==> config.mk <==
export PLATFORM = sky130hd
export DESIGN_NAME = hs_tx_bridge_flat
export DESIGN_NICKNAME = d
export VERILOG_FILES = /design/src/rtl/hs_pkg.sv /design/src/rtl/hs_tx_bridge_if.sv /design/src/rtl/hs_sync2.sv /design/src/rtl/hs_tx_bridge.sv /design/src/flat_wrapper.sv
export SDC_FILE = /design/constraint.sdc
export NUM_CORES = 1
export LEC_CHECK = 0
export ABC_CLOCK_PERIOD_IN_PS = 2400
export CAP_MARGIN = 20
export CORE_MARGIN = 2
export CORE_UTILIZATION = 50
export CTS_BUF_LIST = sky130_fd_sc_hd__clkbuf_8
export DETAILED_ROUTE_END_ITERATION = 10
export PLACE_DENSITY = 0.87
export SETUP_SLACK_MARGIN = 0.5
export SLEW_MARGIN = 30
export SYNTH_ARGS = -nofsm -noshare
export SYNTH_HDL_FRONTEND = slang
export SYNTH_SLANG_ARGS = --single-unit
==> constraint.sdc <==
create_clock -name clock -period 2.4 [get_ports clock]
set_clock_uncertainty 0.2 [all_clocks]
set_input_delay 0.36 -clock clock [delete_from_list [all_inputs] [get_ports clock]]
set_output_delay 0.36 -clock clock [all_outputs]
set_load 0.1 [all_outputs]
==> src/rtl/hs_pkg.sv <==
// Shared types and default sizes for the sync-to-async transmit bridge.
package hs_pkg;

  localparam int WIDTH_DEF = 8;
  localparam int DEPTH_DEF = 4;

  typedef enum logic [1:0] {
    IDLE = 2'd0,
    LOAD = 2'd1,
    WAIT = 2'd2
  } state_t;

endpackage

==> src/rtl/hs_tx_bridge_if.sv <==
// Bus bundle for hs_tx_bridge: clocked valid/ready input side, two-phase output side, status.
interface hs_tx_bridge_if import hs_pkg::*; #(
  parameter int WIDTH = WIDTH_DEF
) ();

  // Input side: a word moves on a rising clock edge where io_In_Valid && io_In_Ready;
  // io_In_Data must be stable while io_In_Valid is high, and io_In_Ready never depends on io_In_Valid.
  logic             io_In_Valid;
  logic             io_In_Ready;
  logic [WIDTH-1:0] io_In_Data;
  logic             io_Out_HS_Req;
  logic             io_Out_HS_Ack;
  logic [WIDTH-1:0] io_Out_Data;
  logic             io_Busy;
  logic             io_Err;
  logic [15:0]      io_Sent_Count;

  modport slave (
    input  io_In_Valid, io_In_Data, io_Out_HS_Ack,
    output io_In_Ready, io_Out_HS_Req, io_Out_Data, io_Busy, io_Err, io_Sent_Count
  );

  modport master (
    output io_In_Valid, io_In_Data, io_Out_HS_Ack,
    input  io_In_Ready, io_Out_HS_Req, io_Out_Data, io_Busy, io_Err, io_Sent_Count
  );

endinterface

==> src/rtl/hs_sync2.sv <==
// Two-flop synchronizer for a single asynchronous level; clears to 0 on reset.
module hs_sync2 (
  input  logic clock,
  input  logic reset,
  input  logic i_d,
  output logic o_q
);

  logic r_meta;
  logic r_sync;

  always_ff @(posedge clock or negedge reset) begin
    if (!reset) begin
      r_meta <= 1'b0;
      r_sync <= 1'b0;
    end else begin
      r_meta <= i_d;
      r_sync <= r_meta;
    end
  end

  assign o_q = r_sync;

endmodule

==> src/rtl/hs_tx_bridge.sv <==
// Buffers clocked words and issues each one as a single two-phase request transition,
// holding bundled data stable until the synchronized acknowledge matches.
module hs_tx_bridge import hs_pkg::*; #(
  parameter int WIDTH = WIDTH_DEF,
  parameter int DEPTH = DEPTH_DEF
) (
  input  logic           clock,
  input  logic           reset,
  hs_tx_bridge_if.slave  bus,
  output state_t         o_dbg_state
);

  localparam int PW = $clog2(DEPTH);
  localparam int CW = PW + 1;
  localparam logic [CW-1:0] FULL = CW'(DEPTH);

  logic [WIDTH-1:0] r_mem [DEPTH];
  logic [PW-1:0]    r_wr_ptr;
  logic [PW-1:0]    r_rd_ptr;
  logic [CW-1:0]    r_count;

  state_t           r_state;
  state_t           w_state_nxt;
  logic             r_req;
  logic [WIDTH-1:0] r_data;
  logic [15:0]      r_sent;
  logic             r_err;

  logic w_ack_s;
  logic w_ack_match;
  logic w_ready;
  logic w_push;
  logic w_pop;
  logic w_req_toggle;
  logic w_sent_inc;
  logic w_err_set;

  hs_sync2 u_ack_sync (
    .clock (clock),
    .reset (reset),
    .i_d   (bus.io_Out_HS_Ack),
    .o_q   (w_ack_s)
  );

  assign w_ack_match = (w_ack_s == r_req);
  assign w_ready     = (r_count < FULL);
  assign w_push      = bus.io_In_Valid && w_ready;
  // A mismatch outside WAIT can only come from an ack edge nobody asked for.
  assign w_err_set   = !w_ack_match && (r_state == IDLE || r_state == LOAD);

  always_comb begin
    w_state_nxt  = r_state;
    w_pop        = 1'b0;
    w_req_toggle = 1'b0;
    w_sent_inc   = 1'b0;
    case (r_state)
      IDLE: begin
        if (r_count != '0) begin
          w_pop       = 1'b1;
          w_state_nxt = LOAD;
        end
      end
      LOAD: begin
        w_req_toggle = 1'b1;
        w_state_nxt  = WAIT;
      end
      WAIT: begin
        if (w_ack_match) begin
          w_sent_inc = 1'b1;
          if (r_count != '0) begin
            w_pop       = 1'b1;
            w_state_nxt = LOAD;
          end else begin
            w_state_nxt = IDLE;
          end
        end
      end
      default: w_state_nxt = IDLE;
    endcase
  end

  always_ff @(posedge clock) begin
    if (w_push) begin
      r_mem[r_wr_ptr] <= bus.io_In_Data;
    end
  end

  always_ff @(posedge clock or negedge reset) begin
    if (!reset) begin
      r_wr_ptr <= '0;
      r_rd_ptr <= '0;
      r_count  <= '0;
    end else begin
      if (w_push) r_wr_ptr <= r_wr_ptr + PW'(1);
      if (w_pop)  r_rd_ptr <= r_rd_ptr + PW'(1);
      case ({w_push, w_pop})
        2'b10:   r_count <= r_count + CW'(1);
        2'b01:   r_count <= r_count - CW'(1);
        default: r_count <= r_count;
      endcase
    end
  end

  // Data is only reloaded on a pop, which happens only once the previous ack has matched.
  always_ff @(posedge clock or negedge reset) begin
    if (!reset) begin
      r_state <= IDLE;
      r_req   <= 1'b0;
      r_data  <= '0;
      r_sent  <= '0;
      r_err   <= 1'b0;
    end else begin
      r_state <= w_state_nxt;
      if (w_req_toggle) r_req  <= ~r_req;
      if (w_pop)        r_data <= r_mem[r_rd_ptr];
      if (w_sent_inc)   r_sent <= r_sent + 16'd1;
      if (w_err_set)    r_err  <= 1'b1;
    end
  end

  assign bus.io_In_Ready   = w_ready;
  assign bus.io_Out_HS_Req = r_req;
  assign bus.io_Out_Data   = r_data;
  assign bus.io_Busy       = (r_count != '0) || (r_state != IDLE);
  assign bus.io_Err        = r_err;
  assign bus.io_Sent_Count = r_sent;
  assign o_dbg_state       = r_state;

endmodule

==> src/flat_wrapper.sv <==
// flat-port wrapper written by rule: the top's interface ports become plain ports
module hs_tx_bridge_flat import hs_pkg::*;
#(
  parameter int WIDTH = WIDTH_DEF,
  parameter int DEPTH = DEPTH_DEF
)
  (clock, reset, o_dbg_state, bus_io_In_Valid, bus_io_In_Data, bus_io_Out_HS_Ack, bus_io_In_Ready, bus_io_Out_HS_Req, bus_io_Out_Data, bus_io_Busy, bus_io_Err, bus_io_Sent_Count);
  hs_tx_bridge_if #(.WIDTH(WIDTH)) bus_i ();
  input  logic clock;
  input  logic reset;
  output state_t o_dbg_state;
  input wire logic [$bits(bus_i.io_In_Valid)-1:0] bus_io_In_Valid;
  input wire logic [$bits(bus_i.io_In_Data)-1:0] bus_io_In_Data;
  input wire logic [$bits(bus_i.io_Out_HS_Ack)-1:0] bus_io_Out_HS_Ack;
  output wire logic [$bits(bus_i.io_In_Ready)-1:0] bus_io_In_Ready;
  output wire logic [$bits(bus_i.io_Out_HS_Req)-1:0] bus_io_Out_HS_Req;
  output wire logic [$bits(bus_i.io_Out_Data)-1:0] bus_io_Out_Data;
  output wire logic [$bits(bus_i.io_Busy)-1:0] bus_io_Busy;
  output wire logic [$bits(bus_i.io_Err)-1:0] bus_io_Err;
  output wire logic [$bits(bus_i.io_Sent_Count)-1:0] bus_io_Sent_Count;
  assign bus_i.io_In_Valid = bus_io_In_Valid;
  assign bus_i.io_In_Data = bus_io_In_Data;
  assign bus_i.io_Out_HS_Ack = bus_io_Out_HS_Ack;
  assign bus_io_In_Ready = bus_i.io_In_Ready;
  assign bus_io_Out_HS_Req = bus_i.io_Out_HS_Req;
  assign bus_io_Out_Data = bus_i.io_Out_Data;
  assign bus_io_Busy = bus_i.io_Busy;
  assign bus_io_Err = bus_i.io_Err;
  assign bus_io_Sent_Count = bus_i.io_Sent_Count;
  hs_tx_bridge #(.WIDTH(WIDTH), .DEPTH(DEPTH)) u_core (.clock(clock), .reset(reset), .bus(bus_i), .o_dbg_state(o_dbg_state));
endmodule
== Word-level counts from Yosys, hierarchy flattened ==
Memories as Yosys holds them, arrays and structs flattened. A register that Yosys moved wholly into a read port is not among the register bits.
Index checks and enable logic that the tools add are counted.

* Register bits: 29
* Memory bits (writable): 32
* Input bits: 12
* Output and inout port bits: 30
* Word-level logic and storage cells: 48
* Memories kept: 1

{| class="wikitable"
|+ Memory list
! name !! depth !! width !! read ports !! clocked after Yosys merged registers in !! write ports !! RTL line !! source
|-
| u_core.r_mem || 4 || 8 || 1 || 1 || 1 || hs_tx_bridge.sv:17 || <nowiki>logic [WIDTH-1:0] r_mem [DEPTH];</nowiki>
|}

* Add/subtract/negate cells: 5
* Magnitude comparators: 1
* Eq/ne operators: 7
* Mux-type cells: 13
* Bitwise gates (word level): 1
* Reduce and logical (&&, ||, !) cells: 11

{| class="wikitable"
|+ Operators with widths
! cell !! count
|-
| $add A16 B1 Y16 const B || 1
|-
| $mux W1 || 8
|-
| $pmux W2 S3 || 1
|-
| $pmux W3 S2 || 1
|-
| $add A2 B1 Y2 const B || 2
|-
| $eq A2 B1 Y1 const B || 2
|-
| $eq A2 B2 Y1 const B || 2
|-
| $mux W2 || 2
|-
| $reduce_bool A2 Y1 || 2
|-
| $add A3 B1 Y3 const B || 1
|-
| $lt A3 B3 Y1 const B || 1
|-
| $reduce_bool A3 Y1 || 1
|-
| $sub A3 B1 Y3 const B || 1
|-
| $logic_and A1 B1 Y1 || 2
|-
| $logic_not A1 Y1 || 2
|-
| $logic_not A2 Y1 || 1
|-
| $logic_or A1 B1 Y1 || 2
|-
| $ne A2 B1 Y1 const B || 1
|-
| $ne A2 B2 Y1 const B || 1
|-
| $pmux W1 S2 || 1
|-
| $reduce_and A2 Y1 || 1
|-
| $eq A1 B1 Y1 || 1
|-
| $not A1 Y1 || 1
|}

== Depth between registers and ports, before layout ==
Gate-level depths: netlist of the first run.

* Depth in word-level cells: 6
* Mapped depth: 9
* Gate-level depth less buffers: 8

== Cells and area by module ==
A second synthesis of the first run with hierarchy kept.

* Cell total of the unflattened synthesis: 173
* Area, all modules: 2817.7 um^2

{| class="wikitable"
|+ Modules (own cells, without submodules)
! module !! instances !! cells an instance !! area an instance (um^2) !! seq. area each (um^2)
|-
| hs_tx_bridge || 1 || 171 || 2767.7 || 1836.8
|-
| hs_sync2 || 1 || 2 || 50.0 || 50.0
|}

== Worst setup path before layout of the first run ==
Ideal clock, no wire load.

* Path type: register -> register
* From: reg u_core.r_req (netlist: u_core.bus.io_Out_HS_Req)
* To: reg u_core.r_count[2]
* Library setup time: 0.156 ns
* Arrival: 2.740 ns
* Required time: 2.044 ns
* Slack: -0.696 ns
* Stages on the path, launching flop included: 10
* Buffers on the path: 1
* Period minus slack after synthesis: 3.096 ns
* Cells stage by stage: dfrtp_1 > xor2_2 > a211oi_1 > buf_4 > ha_1 > inv_1 > fa_1 > xor2_1 > nor2_1 > xnor2_1

* Longest elaborated chain between the ends: 5
* Elaborated cells between the ends (all ways): 7
* Those cells by class: eq/ne: 3; mux: 3; reduce/logical: 1

{| class="wikitable"
|+ Ends and longest elaborated chain
! item !! RTL line !! source
|-
| start: declaration || hs_tx_bridge.sv:24 || <nowiki>logic r_req;</nowiki>
|-
| start signal: assignment || hs_tx_bridge.sv:114 || <nowiki>if (w_req_toggle) r_req <= ~r_req;</nowiki>
|-
| $eq A1 B1 Y1 * || hs_tx_bridge.sv:45 || <nowiki>assign w_ack_match = (w_ack_s == r_req);</nowiki>
|-
| $mux W1 * || hs_tx_bridge.sv:68 || <nowiki>if (w_ack_match) begin</nowiki>
|-
| $pmux W1 S2 * || hs_tx_bridge.sv:56 || <nowiki>case (r_state)</nowiki>
|-
| net u_core.w_pop || hs_tx_bridge.sv:33 || <nowiki>logic w_pop;</nowiki>
|-
| $eq A2 B1 Y1 or $eq A2 B2 Y1 (tied branches) || hs_tx_bridge.sv:96 || <nowiki>case ({w_push, w_pop})</nowiki>
|-
| $pmux W3 S2 or $reduce_bool A2 Y1 (tied branches) || -- ||
|-
| end signal: assignment || hs_tx_bridge.sv:97 || <nowiki>2'b10: r_count <= r_count + CW'(1);</nowiki>
|-
| end signal: assignment || hs_tx_bridge.sv:98 || <nowiki>2'b01: r_count <= r_count - CW'(1);</nowiki>
|-
| end signal: assignment || hs_tx_bridge.sv:99 || <nowiki>default: r_count <= r_count;</nowiki>
|-
| end: declaration || hs_tx_bridge.sv:20 || <nowiki>logic [CW-1:0] r_count;</nowiki>
|}

Mark *: on every way through the listed nets, which the timed path passes. The rest lies on a longest branch.
A chain may end at the register's enable or synchronous reset.

== Final worst setup path of the first run ==
* From: reg u_core.r_req (netlist: u_core.bus.io_Out_HS_Req)
* To: reg u_core.r_count[2]

* Longest elaborated chain between the ends: 5
* Elaborated cells between the ends (all ways): 7
* Those cells by class: eq/ne: 3; mux: 3; reduce/logical: 1

{| class="wikitable"
|+ Ends and longest elaborated chain
! item !! RTL line
|-
| $eq A1 B1 Y1 * || hs_tx_bridge.sv:45
|-
| $mux W1 * || hs_tx_bridge.sv:68
|-
| $pmux W1 S2 * || hs_tx_bridge.sv:56
|-
| $eq A2 B1 Y1 or $eq A2 B2 Y1 (tied branches) || hs_tx_bridge.sv:96
|-
| $pmux W3 S2 or $reduce_bool A2 Y1 (tied branches) || --
|}

Every way passes the cells marked *; elsewhere a longest branch is shown, timed or not.

==> run_results.csv, run 1 <==
group,metric,value,unit
place,dp_hpwl,3.21,mm
clock_network,path_clk_slew,0.07,ns
place,io_buffers,41,
worst_setup_path,worst_setup_path_start_kind,"flip-flop",
synth,synth_area_per_cell,16.1,µm²
clock_network,cts.sinks,69,
clock_network,clock_path_buffers,2,
die,initial_core_util,50.9,%
global_route,grt_pass1_wl,8.27,mm
detailed_routing,route.vias.total,1588,
global_route,grt_usage,18.3,%
clock_network,cts_made_buffers,9,
global_route,grt_antenna_before_repair,0,
synth,ys_seq_elements,69,
timing,clock.fmax,459,MHz
clock_network,root_buffer,"clkbuf_8",
finish,layout_commonest_cell,"buf_4",
finish,nets,256,
die,num_io_pins,42,
timing,worst_pin_slew,0.438,ns
timing,tns,0,ns
clock_network,clock_latency,0.33,ns
synth,netlist.area_leader.share,34.7,%
global_route,grt_start_max_net_pins,15,
synth,yosysTopAreaCell,"edfxtp_1",
synth,ys_top_cells_by_area,"edfxtp_1, dfrtp_1, mux4_2, xnor2_1, mux2_1",
detailed_routing,ant_nets,0,
die,rows,27,
finish,syn2layout_area_growth,34.5,%
worst_hold_path,hold_class,"flip-flop to flip-flop",
detailed_routing,vias_per_cell,5.06,
global_route,grt_pass1_vias,1621,
detailed_routing,dr.first_iter.drc_count,75,
worst_setup_path,worstSetupPathType,"flip-flop to flip-flop",
worst_setup_path,cp_max_fo,2,
detailed_routing,wire_per_inst,16.0,µm
timing,fin_crit_sh,90.9,%
synth,syn_inst,172,
job,maxCapViolations,0,
finish,num_antenna_cells,0,
timing,fin_crit,2.18,ns
finish,drive_above_1_share,43.0,%
timing,slew_headroom,70.8,%
die,die_width,78.4,µm
run_status,outcome,"completed",
timing,setup_viol,0,
detailed_routing,drc,0,
die,coreArea,5440,µm²
die,die_h,78.4,µm
worst_setup_path,critPathRequiredTime,2.45,ns
timing,hold_viol,0,
synth,synth_warnings,0,
synth,synth.distinct_cells,30,
clock_network,cts_tree,"yes",
clock_network,htreeDepth,3,
die,dieArea,6150,µm²
global_route,overflow,0,
place,gp_congestion,0.774,
finish,mostFrequentLayoutCells,"buf_4, edfxtp_1, dfrtp_1",
timing,rsz0062_at_grt,"yes",
detailed_routing,drt_wl_total,5.04,mm
worst_setup_path,cp-end-kind,"flip-flop",
synth,netlist_area,2770,µm²
timing,slew_violations,0,
synth,syn_nets,191,
worst_setup_path,arrival,2.24,ns
synth,yosysSeqAreaShare,68.2,%
detailed_routing,first_pass_iters,4,
[through the flow]
step                cells  hold slack (ns)  utilization [%]  instance area [µm²]  worst slack [ns]
floorplan             172           -0.136                -                 2850           -0.0690
global placement      287           0.0667             60.5                 3290             0.214
global route          314            0.170             68.5                 3720             0.121
CTS                   312            0.157             67.7                 3680             0.219
finish                314            0.157             68.5                 3720             0.219
detailed placement    287           0.0676             60.5                 3290             0.164
[synth_stat cells (all sizes together)]
| master | instances |
|---|---|
| dfrtp | 37 |
| mux2i | 1 |
| nor3 | 4 |
| nor2b | 1 |
| ha | 6 |
| nand4 | 4 |
| and2 | 4 |
| nor4 | 1 |
| nand3 | 6 |
| mux2 | 9 |
| xnor2 | 18 |
| buf | 3 |
| a211oi | 2 |
| inv | 8 |
| nand2b | 2 |
| clkbuf | 1 |
| xor2 | 6 |
| and3 | 1 |
| edfxtp | 32 |
| nor2 | 4 |
| mux4 | 8 |
| o21bai | 1 |
| o21ai | 2 |
| fa | 1 |
| nand2 | 10 |
[worst paths after layout]
path	startpoint	end	slack, ns	cells past startpoint
setup / recovery	u_core.bus.io_Out_HS_Req$_DFFE_PN0P_	u_core.r_count[2]$_DFFE_PN0P_	0.22	8
hold / removal	u_core.u_ack_sync.r_meta$_DFF_PN0_	u_core.u_ack_sync.o_q$_DFF_PN0_	0.16	0
setup reg to reg	u_core.bus.io_Out_HS_Req$_DFFE_PN0P_	u_core.r_count[2]$_DFFE_PN0P_	0.22	8
hold reg to reg	u_core.u_ack_sync.r_meta$_DFF_PN0_	u_core.u_ack_sync.o_q$_DFF_PN0_	0.16	0
max in group asynchronous	reset	u_core.o_dbg_state[0]$_DFFE_PN0P_	1.20	3
min in group asynchronous	reset	u_core.bus.io_Sent_Count[4]$_DFFE_PN0P_	0.26	2
[timing repair]
| action | in CTS | in global routing |
|---|---|---|
| hold buffers | 1 | 0 |
| endpoints found under the setup margin | 11 | 24 |
| setup buffers | 7 | 2 |
| gates resized for setup | 20 | 6 |
| endpoints found under the hold margin | 12 | 0 |
| gates cloned | 1 | 0 |
| pin swaps | 4 | 7 |
[sequential cells by signal (all words and copies together) (netlist names)]
register	cells
u_core.u_ack_sync.r_meta	1
u_core.u_ack_sync.o_q	1
u_core.o_dbg_state	2
u_core.r_rd_ptr	2
u_core.r_mem	32
u_core.r_wr_ptr	2
u_core.r_count	3
u_core.bus.io_Err	1
u_core.bus.io_Sent_Count	16
u_core.bus.io_Out_HS_Req	1
u_core.bus.io_Out_Data	8
[routing by layer]
| layer | routed length [µm] | up-vias | track usage [%] |
|---|---|---|---|
| met5 | 0 | - | 0 |
| met4 | 104 | 0 | 8.95 |
| met3 | 142 | 8 | 3.22 |
| met2 | 2680 | 31 | 30.8 |
| met1 | 2110 | 811 | 22.9 |
| li1 | - | 738 | - |
[cell families after synthesis]
kind of cell / Yosys count / synth area share, %
buf+inv: 12 / 1.81
fa+ha+maj: 7 / 3.44
simple gates: 37 / 7.01
compound gates: 5 / 1.18
xor+xnor: 24 / 7.87
flops: 69 / 68.2
mux: 18 / 10.5
[worst max-delay path: stages, from the launching register on]
cell and delay, ns:
dfrtp_4 0.51, xor2_4 0.17, a211oi_4 0.27, ha_4 0.18, inv_2 0.04, fa_2 0.34
xor2_1 0.15, nor2_1 0.13, xnor2_1 0.12
[final cells by class]
type / count / area, µm²
flip-flops and latches: 69 / 1930
fillers: 357 / 1720
multi-input cells: 91 / 951
repair buffers: 58 / 508
clock buffers: 10 / 138
well taps: 72 / 90.1
clock inverters: 6 / 78.8
inverters: 8 / 30.0
Power of run 1 is left out: the tool's default activity adds up to more than one toggle a clock period on the data nets, which glitch-free logic cannot reach.
==> inputs of run 2 (changes only) <==
--- a/config.mk
+++ b/config.mk
@@ -7,13 +7,15 @@
 export LEC_CHECK = 0
 export ABC_CLOCK_PERIOD_IN_PS = 2400
 export CAP_MARGIN = 20
+export CORE_ASPECT_RATIO = 0.75
 export CORE_MARGIN = 2
-export CORE_UTILIZATION = 50
+export CORE_UTILIZATION = 29
 export CTS_BUF_LIST = sky130_fd_sc_hd__clkbuf_8
 export DETAILED_ROUTE_END_ITERATION = 10
-export PLACE_DENSITY = 0.87
+export PLACE_DENSITY = 0.59
 export SETUP_SLACK_MARGIN = 0.5
 export SLEW_MARGIN = 30
 export SYNTH_ARGS = -nofsm -noshare
 export SYNTH_HDL_FRONTEND = slang
 export SYNTH_SLANG_ARGS = --single-unit
+export TNS_END_PERCENT = 5
==> run 2 against run 1 <==
  * Clock-buffer cell count fell by 1
  * Wire length fell by 3.4%
  * Via count decreased by 4.4%
  * Critical endpoint unchanged
  * Cell area decreased by 4.5%
  * Die area up 68%
  * Final cell count up 16%
==> run_results.csv, run 2 (synthesis results as in run 1) <==
group,metric,value,unit
finish,num_antenna_cells,0,
clock_network,clock_latency,0.33,ns
finish,fin_cells,365,
finish,drive_above_1_share,32.9,%
finish,final_core_util,38.8,%
clock_network,cts_tree,"yes",
global_route,grt_pass1_wl,7.95,mm
place,io_buffers,41,
detailed_routing,dr.first_iter.drc_count,47,
finish,largest_reg_flops,32,
timing,rsz0062_at_grt,"yes",
timing,worst_pin_slew,0.536,ns
die,coreArea,9160,µm²
timing,fin_crit_sh,89.5,%
detailed_routing,ant_nets,0,
finish,layout_commonest_cell,"buf_4",
die,rows,30,
clock_network,cts.sinks,69,
place,gp_congestion,0.698,
global_route,grt_start_max_net_pins,18,
worst_setup_path,reg2regPathDepth,8,
place,dp_hpwl,3.37,mm
global_route,overflow,0,
worst_setup_path,worstReg2RegStart,"u_core.bus.io_Out_HS_Req$_DFFE_PN0P_",
detailed_routing,drc,0,
finish,max_flop_register,"u_core.r_mem",
worst_setup_path,critPathRequiredTime,2.46,ns
finish,syn2layout_area_growth,28.5,%
timing,clock.fmax,466,MHz
global_route,grt_usage,10.6,%
job,maxCapViolations,0,
timing,slew_headroom,64.0,%
die,dieArea,10300,µm²
clock_network,htreeDepth,3,
worst_setup_path,cp_max_fo,2,
detailed_routing,wire_per_inst,13.3,µm
die,die_width,117,µm
place,dpl.cell_count,344,
run_status,outcome,"completed",
finish,n_fill_cell,899,
detailed_routing,first_pass_iters,3,
global_route,grt_antenna_before_repair,0,
worst_setup_path,cp-end-kind,"flip-flop",
worst_setup_path,worst_setup_path_start_kind,"flip-flop",
global_route,grt_pass1_vias,1517,
timing,fin_crit,2.15,ns
detailed_routing,vias_per_cell,4.16,
timing,setup_viol,0,
detailed_routing,route.vias.total,1518,
worst_hold_path,min_path_cells,0,
clock_network,clock_path_buffers,2,
worst_hold_path,hp-start,"u_core.u_ack_sync.r_meta$_DFF_PN0_",
die,die_h,88.6,µm
clock_network,path_clk_slew,0.07,ns
detailed_routing,drt_wl_total,4.87,mm
finish,regArea,1890,µm²
clock_network,root_buffer,"clkbuf_8",
die,initial_core_util,30.2,%
worst_hold_path,hold_class,"flip-flop to flip-flop",
worst_setup_path,r2r_slack,0.25,ns
finish,mostFrequentLayoutCells,"buf_4, dfrtp_1, edfxtp_1",
finish,nets,251,
worst_setup_path,worstSetupPathType,"flip-flop to flip-flop",
timing,slew_violations,0,
clock_network,cts_made_buffers,9,
worst_setup_path,arrival,2.21,ns
worst_hold_path,hold_path_end,"u_core.u_ack_sync.o_q$_DFF_PN0_",
timing,tns,0,ns
timing,hold_viol,0,
worst_setup_path,r2r-end,"u_core.r_count[2]$_DFFE_PN0P_",
finish,multi_input_area,875,µm²
die,num_io_pins,42,
## run 2: cell count changes in the layout (fill, tap and decap cells not counted), moves of 2 or more
cell	before	now
nor3_2	1	3
dfrtp_1	22	33
nand2_1	8	10
dfrtp_4	9	1
mux2_4	8	0
buf_6	2	0
inv_6	0	2
bufinv_16	2	0
nor3_4	3	0
dfrtp_2	6	3
nand2_4	2	0
mux2_1	0	7
## run 2: final cells by class
| cell class | count | area share [%] |
|---|---|---|
| sequential | 69 | 53.3 |
| multi-input combinational | 91 | 24.6 |
| timing repair buffer | 53 | 11.9 |
| tap | 128 | 4.50 |
| clock buffer | 9 | 3.48 |
| clock inverter | 7 | 1.41 |
| inverter | 8 | 0.844 |
## run 2: worst max path at each step
| stage | startpoint | endpoint | slack (ns) | depth (start not counted) |
|---|---|---|---|---|
| after global placement | u_core.bus.io_Out_HS_Req$_DFFE_PN0P_ | u_core.r_count[2]$_DFFE_PN0P_ | 0.20 | 8 |
| after CTS | u_core.bus.io_Out_HS_Req$_DFFE_PN0P_ | u_core.r_count[2]$_DFFE_PN0P_ | 0.21 | 8 |
| after floorplan | u_core.bus.io_Out_HS_Req$_DFFE_PN0P_ | u_core.r_count[2]$_DFFE_PN0P_ | -0.08 | 9 |
| after detailed placement | u_core.bus.io_Out_HS_Req$_DFFE_PN0P_ | u_core.r_count[2]$_DFFE_PN0P_ | 0.16 | 8 |
| final | u_core.bus.io_Out_HS_Req$_DFFE_PN0P_ | u_core.r_count[2]$_DFFE_PN0P_ | 0.25 | 8 |
| after global routing | u_core.bus.io_Out_HS_Req$_DFFE_PN0P_ | u_core.r_count[2]$_DFFE_PN0P_ | 0.15 | 8 |
## run 2: timing repair
action / CTS / global route
pin swaps: 4 / 3
hold buffers: 1 / 0
setup endpoints to repair: 11 / 22
hold endpoints to repair: 20 / 0
setup buffers: 3 / 1
resized for setup: 1 / 2
## run 2: critical path, stage by stage, from the launching register on
cell and delay [ns]:
dfrtp_4 0.51, xor2_4 0.17, a211oi_4 0.26, ha_4 0.17
inv_1 0.04, fa_2 0.33, xor2_1 0.14, nor2_1 0.13
xnor2_1 0.12
## run 2: metal layers
metal	vias to the layer above	global-route usage (%)	share of wire, %
met4	0	5.13	1.9
met1	757	14.0	48
met3	7	3.56	4.0
met2	26	15.9	46
met5	-	0	0
li1	728	-	-
## run 2: through the flow
step / setup slack [ns] / area (µm²) / hold slack [ns]
floorplan: -0.0774 / 2810 / -0.136
global placement: 0.204 / 3330 / 0.0465
detailed placement: 0.160 / 3330 / 0.0422
CTS: 0.208 / 3540 / 0.155
global route: 0.151 / 3560 / 0.164
finish: 0.253 / 3560 / 0.152
Power of run 2 is left out for the same reason.
==> inputs of run 3 (changes only) <==
--- a/config.mk
+++ b/config.mk
@@ -11,7 +11,9 @@
 export CORE_MARGIN = 2
 export CORE_UTILIZATION = 29
 export CTS_BUF_LIST = sky130_fd_sc_hd__clkbuf_8
+export CTS_CLUSTER_SIZE = 10
 export DETAILED_ROUTE_END_ITERATION = 10
+export MAX_ROUTING_LAYER = met4
 export PLACE_DENSITY = 0.59
 export SETUP_SLACK_MARGIN = 0.5
 export SLEW_MARGIN = 30
==> run 3 against run 2 <==
  * Register-to-register slack hardly changed
  * First-iteration DRC count is 21% lower
  * Global-route usage is 0.37 points higher
  * Sequential cell count stayed put
  * Sequential share of layout area stayed put
  * Die area stayed put
  * Maximum frequency hardly changed
  * Worst hold slack stayed put
  * Highest routed layer unchanged
  * Via count is 0.20% lower
  * Non-clock buffer count stayed put
==> run_results.csv, run 3 (synthesis results as in run 1) <==
group,metric,value,unit
clock_network,root_buffer,"clkbuf_8",
job,maxCapViolations,0,
die,dieArea,10300,µm²
place,io_buffers,41,
global_route,grt_pass1_vias,1521,
finish,nets,251,
finish,drive_above_1_share,32.9,%
worst_setup_path,worst_setup_path_start_kind,"flip-flop",
detailed_routing,drt_wl_total,4.87,mm
die,rows,30,
detailed_routing,first_pass_iters,3,
worst_setup_path,cp-end-kind,"flip-flop",
detailed_routing,vias_per_cell,4.15,
worst_setup_path,arrival,2.21,ns
worst_setup_path,worstReg2RegStart,"u_core.bus.io_Out_HS_Req$_DFFE_PN0P_",
clock_network,path_clk_slew,0.07,ns
worst_setup_path,cpLargestDelayFamily,"flip-flops",
global_route,grt_pass1_wl,7.94,mm
place,dpl.cell_count,344,
finish,num_antenna_cells,0,
worst_setup_path,worstSetupStartpoint,"u_core.bus.io_Out_HS_Req$_DFFE_PN0P_",
timing,rsz0062_at_grt,"yes",
finish,max_flop_register,"u_core.r_mem",
clock_network,cts_made_buffers,9,
place,placedInstanceArea,3330,µm²
worst_hold_path,min_path_cells,0,
run_status,outcome,"completed",
finish,largest_reg_flops,32,
detailed_routing,ant_nets,0,
timing,hold_ws,0.152,ns
global_route,grt_usage,11.0,%
worst_setup_path,crit_slowest_cell,"dfrtp_4",
global_route,grt_start_max_net_pins,18,
timing,setup_viol,0,
worst_setup_path,slowest_delay,0.51,ns
timing,slew_violations,0,
worst_setup_path,crit_cells,8,
timing,slew_headroom,64.0,%
die,die_width,117,µm
finish,design_area,3560,µm²
worst_setup_path,reg2regPathDepth,8,
place,dp_hpwl,3.37,mm
worst_setup_path,worstSetupPathType,"flip-flop to flip-flop",
worst_setup_path,worstSetupEndpoint,"u_core.r_count[2]$_DFFE_PN0P_",
clock_network,cts.sinks,69,
worst_setup_path,cp.buffers_inverters,1,
detailed_routing,route.vias.total,1515,
finish,mostFrequentLayoutCells,"buf_4, dfrtp_1, edfxtp_1",
detailed_routing,wire_per_inst,13.3,µm
detailed_routing,dr.first_iter.drc_count,37,
clock_network,clock_path_buffers,2,
global_route,grt_antenna_before_repair,0,
place,gp_congestion,0.706,
timing,worst_pin_slew,0.536,ns
timing,tns,0,ns
timing,clock.fmax,466,MHz
clock_network,clock_latency,0.33,ns
clock_network,cts_tree,"yes",
timing,hold_viol,0,
worst_setup_path,path_cells,"xor2_4, a211oi_4, ha_4, inv_1, fa_2, xor2_1, nor2_1, xnor2_1",
worst_setup_path,r2r-end,"u_core.r_count[2]$_DFFE_PN0P_",
timing,fin_crit_sh,89.5,%
die,coreArea,9160,µm²
worst_hold_path,hold_class,"flip-flop to flip-flop",
die,die_h,88.6,µm
die,initial_core_util,30.2,%
worst_setup_path,critPathRequiredTime,2.46,ns
finish,fin_cells,365,
worst_setup_path,cp_max_fo,2,
die,num_io_pins,42,
global_route,overflow,0,
worst_setup_path,r2r_slack,0.25,ns
clock_network,htreeDepth,3,
finish,syn2layout_area_growth,28.5,%
finish,layout_commonest_cell,"buf_4",
timing,fin_crit,2.15,ns
detailed_routing,drc,0,
run 3: cell counts in the layout (fill, tap and decap cells not counted):
Identical to the previous run, type by type.
run 3: how the worst min path moves through the flow:
| stage | end | slack [ns] | from |
|---|---|---|---|
| 6_report | u_core.u_ack_sync.o_q$_DFF_PN0_ | 0.15 | u_core.u_ack_sync.r_meta$_DFF_PN0_ |
| 3_5_place_dp | u_core.bus.io_Out_Data[6]$_DFFE_PN0P_ | 0.04 | reset |
| 5_1_grt | u_core.u_ack_sync.o_q$_DFF_PN0_ | 0.16 | u_core.u_ack_sync.r_meta$_DFF_PN0_ |
| 4_1_cts | u_core.u_ack_sync.o_q$_DFF_PN0_ | 0.16 | u_core.u_ack_sync.r_meta$_DFF_PN0_ |
| 3_3_place_gp | u_core.bus.io_Out_Data[6]$_DFFE_PN0P_ | 0.05 | reset |
| 2_1_floorplan | u_core.bus.io_Err$_DFFE_PN0P_ | -0.14 | reset |
run 3: through the flow:
step / setup WS [ns] / utilization [%]
after detailed placement: 0.160 / 36.3
after floorplan: -0.0774 / -
after CTS: 0.208 / 38.7
final: 0.253 / 38.8
after global placement: 0.204 / 36.3
after global routing: 0.151 / 38.8
run 3: layout make-up:
class | instances | area [µm²]
Clock buffer | 9 | 124
Multi-Input combinational cell | 91 | 875
Clock inverter | 7 | 50.0
Sequential cell | 69 | 1890
Fill cell | 899 | 5600
Inverter | 8 | 30.0
Tap cell | 128 | 160
Timing Repair Buffer | 53 | 423
run 3: worst reg2reg max path, stage by stage, from the launching register on:
cell	delay, ns
dfrtp_4	0.51
xor2_4	0.17
a211oi_4	0.26
ha_4	0.17
inv_1	0.04
fa_2	0.33
xor2_1	0.14
nor2_1	0.13
xnor2_1	0.12
run 3: per-layer routing:
layer | up-vias | wire, µm | global-route usage [%]
li1 | 728 | - | -
met1 | 753 | 2330 | 14.0
met2 | 27 | 2260 | 15.9
met3 | 7 | 178 | 3.70
met4 | 0 | 100 | 5.13
met5 | - | 0 | -
run 3: timing repair:
action | in CTS | in global routing
pin swaps | 4 | 3
setup buffers | 3 | 1
setup endpoints to repair | 11 | 22
hold buffers | 1 | 0
endpoints found under the hold margin | 20 | 0
resized for setup | 1 | 2
Power of run 3 is left out for the same reason.
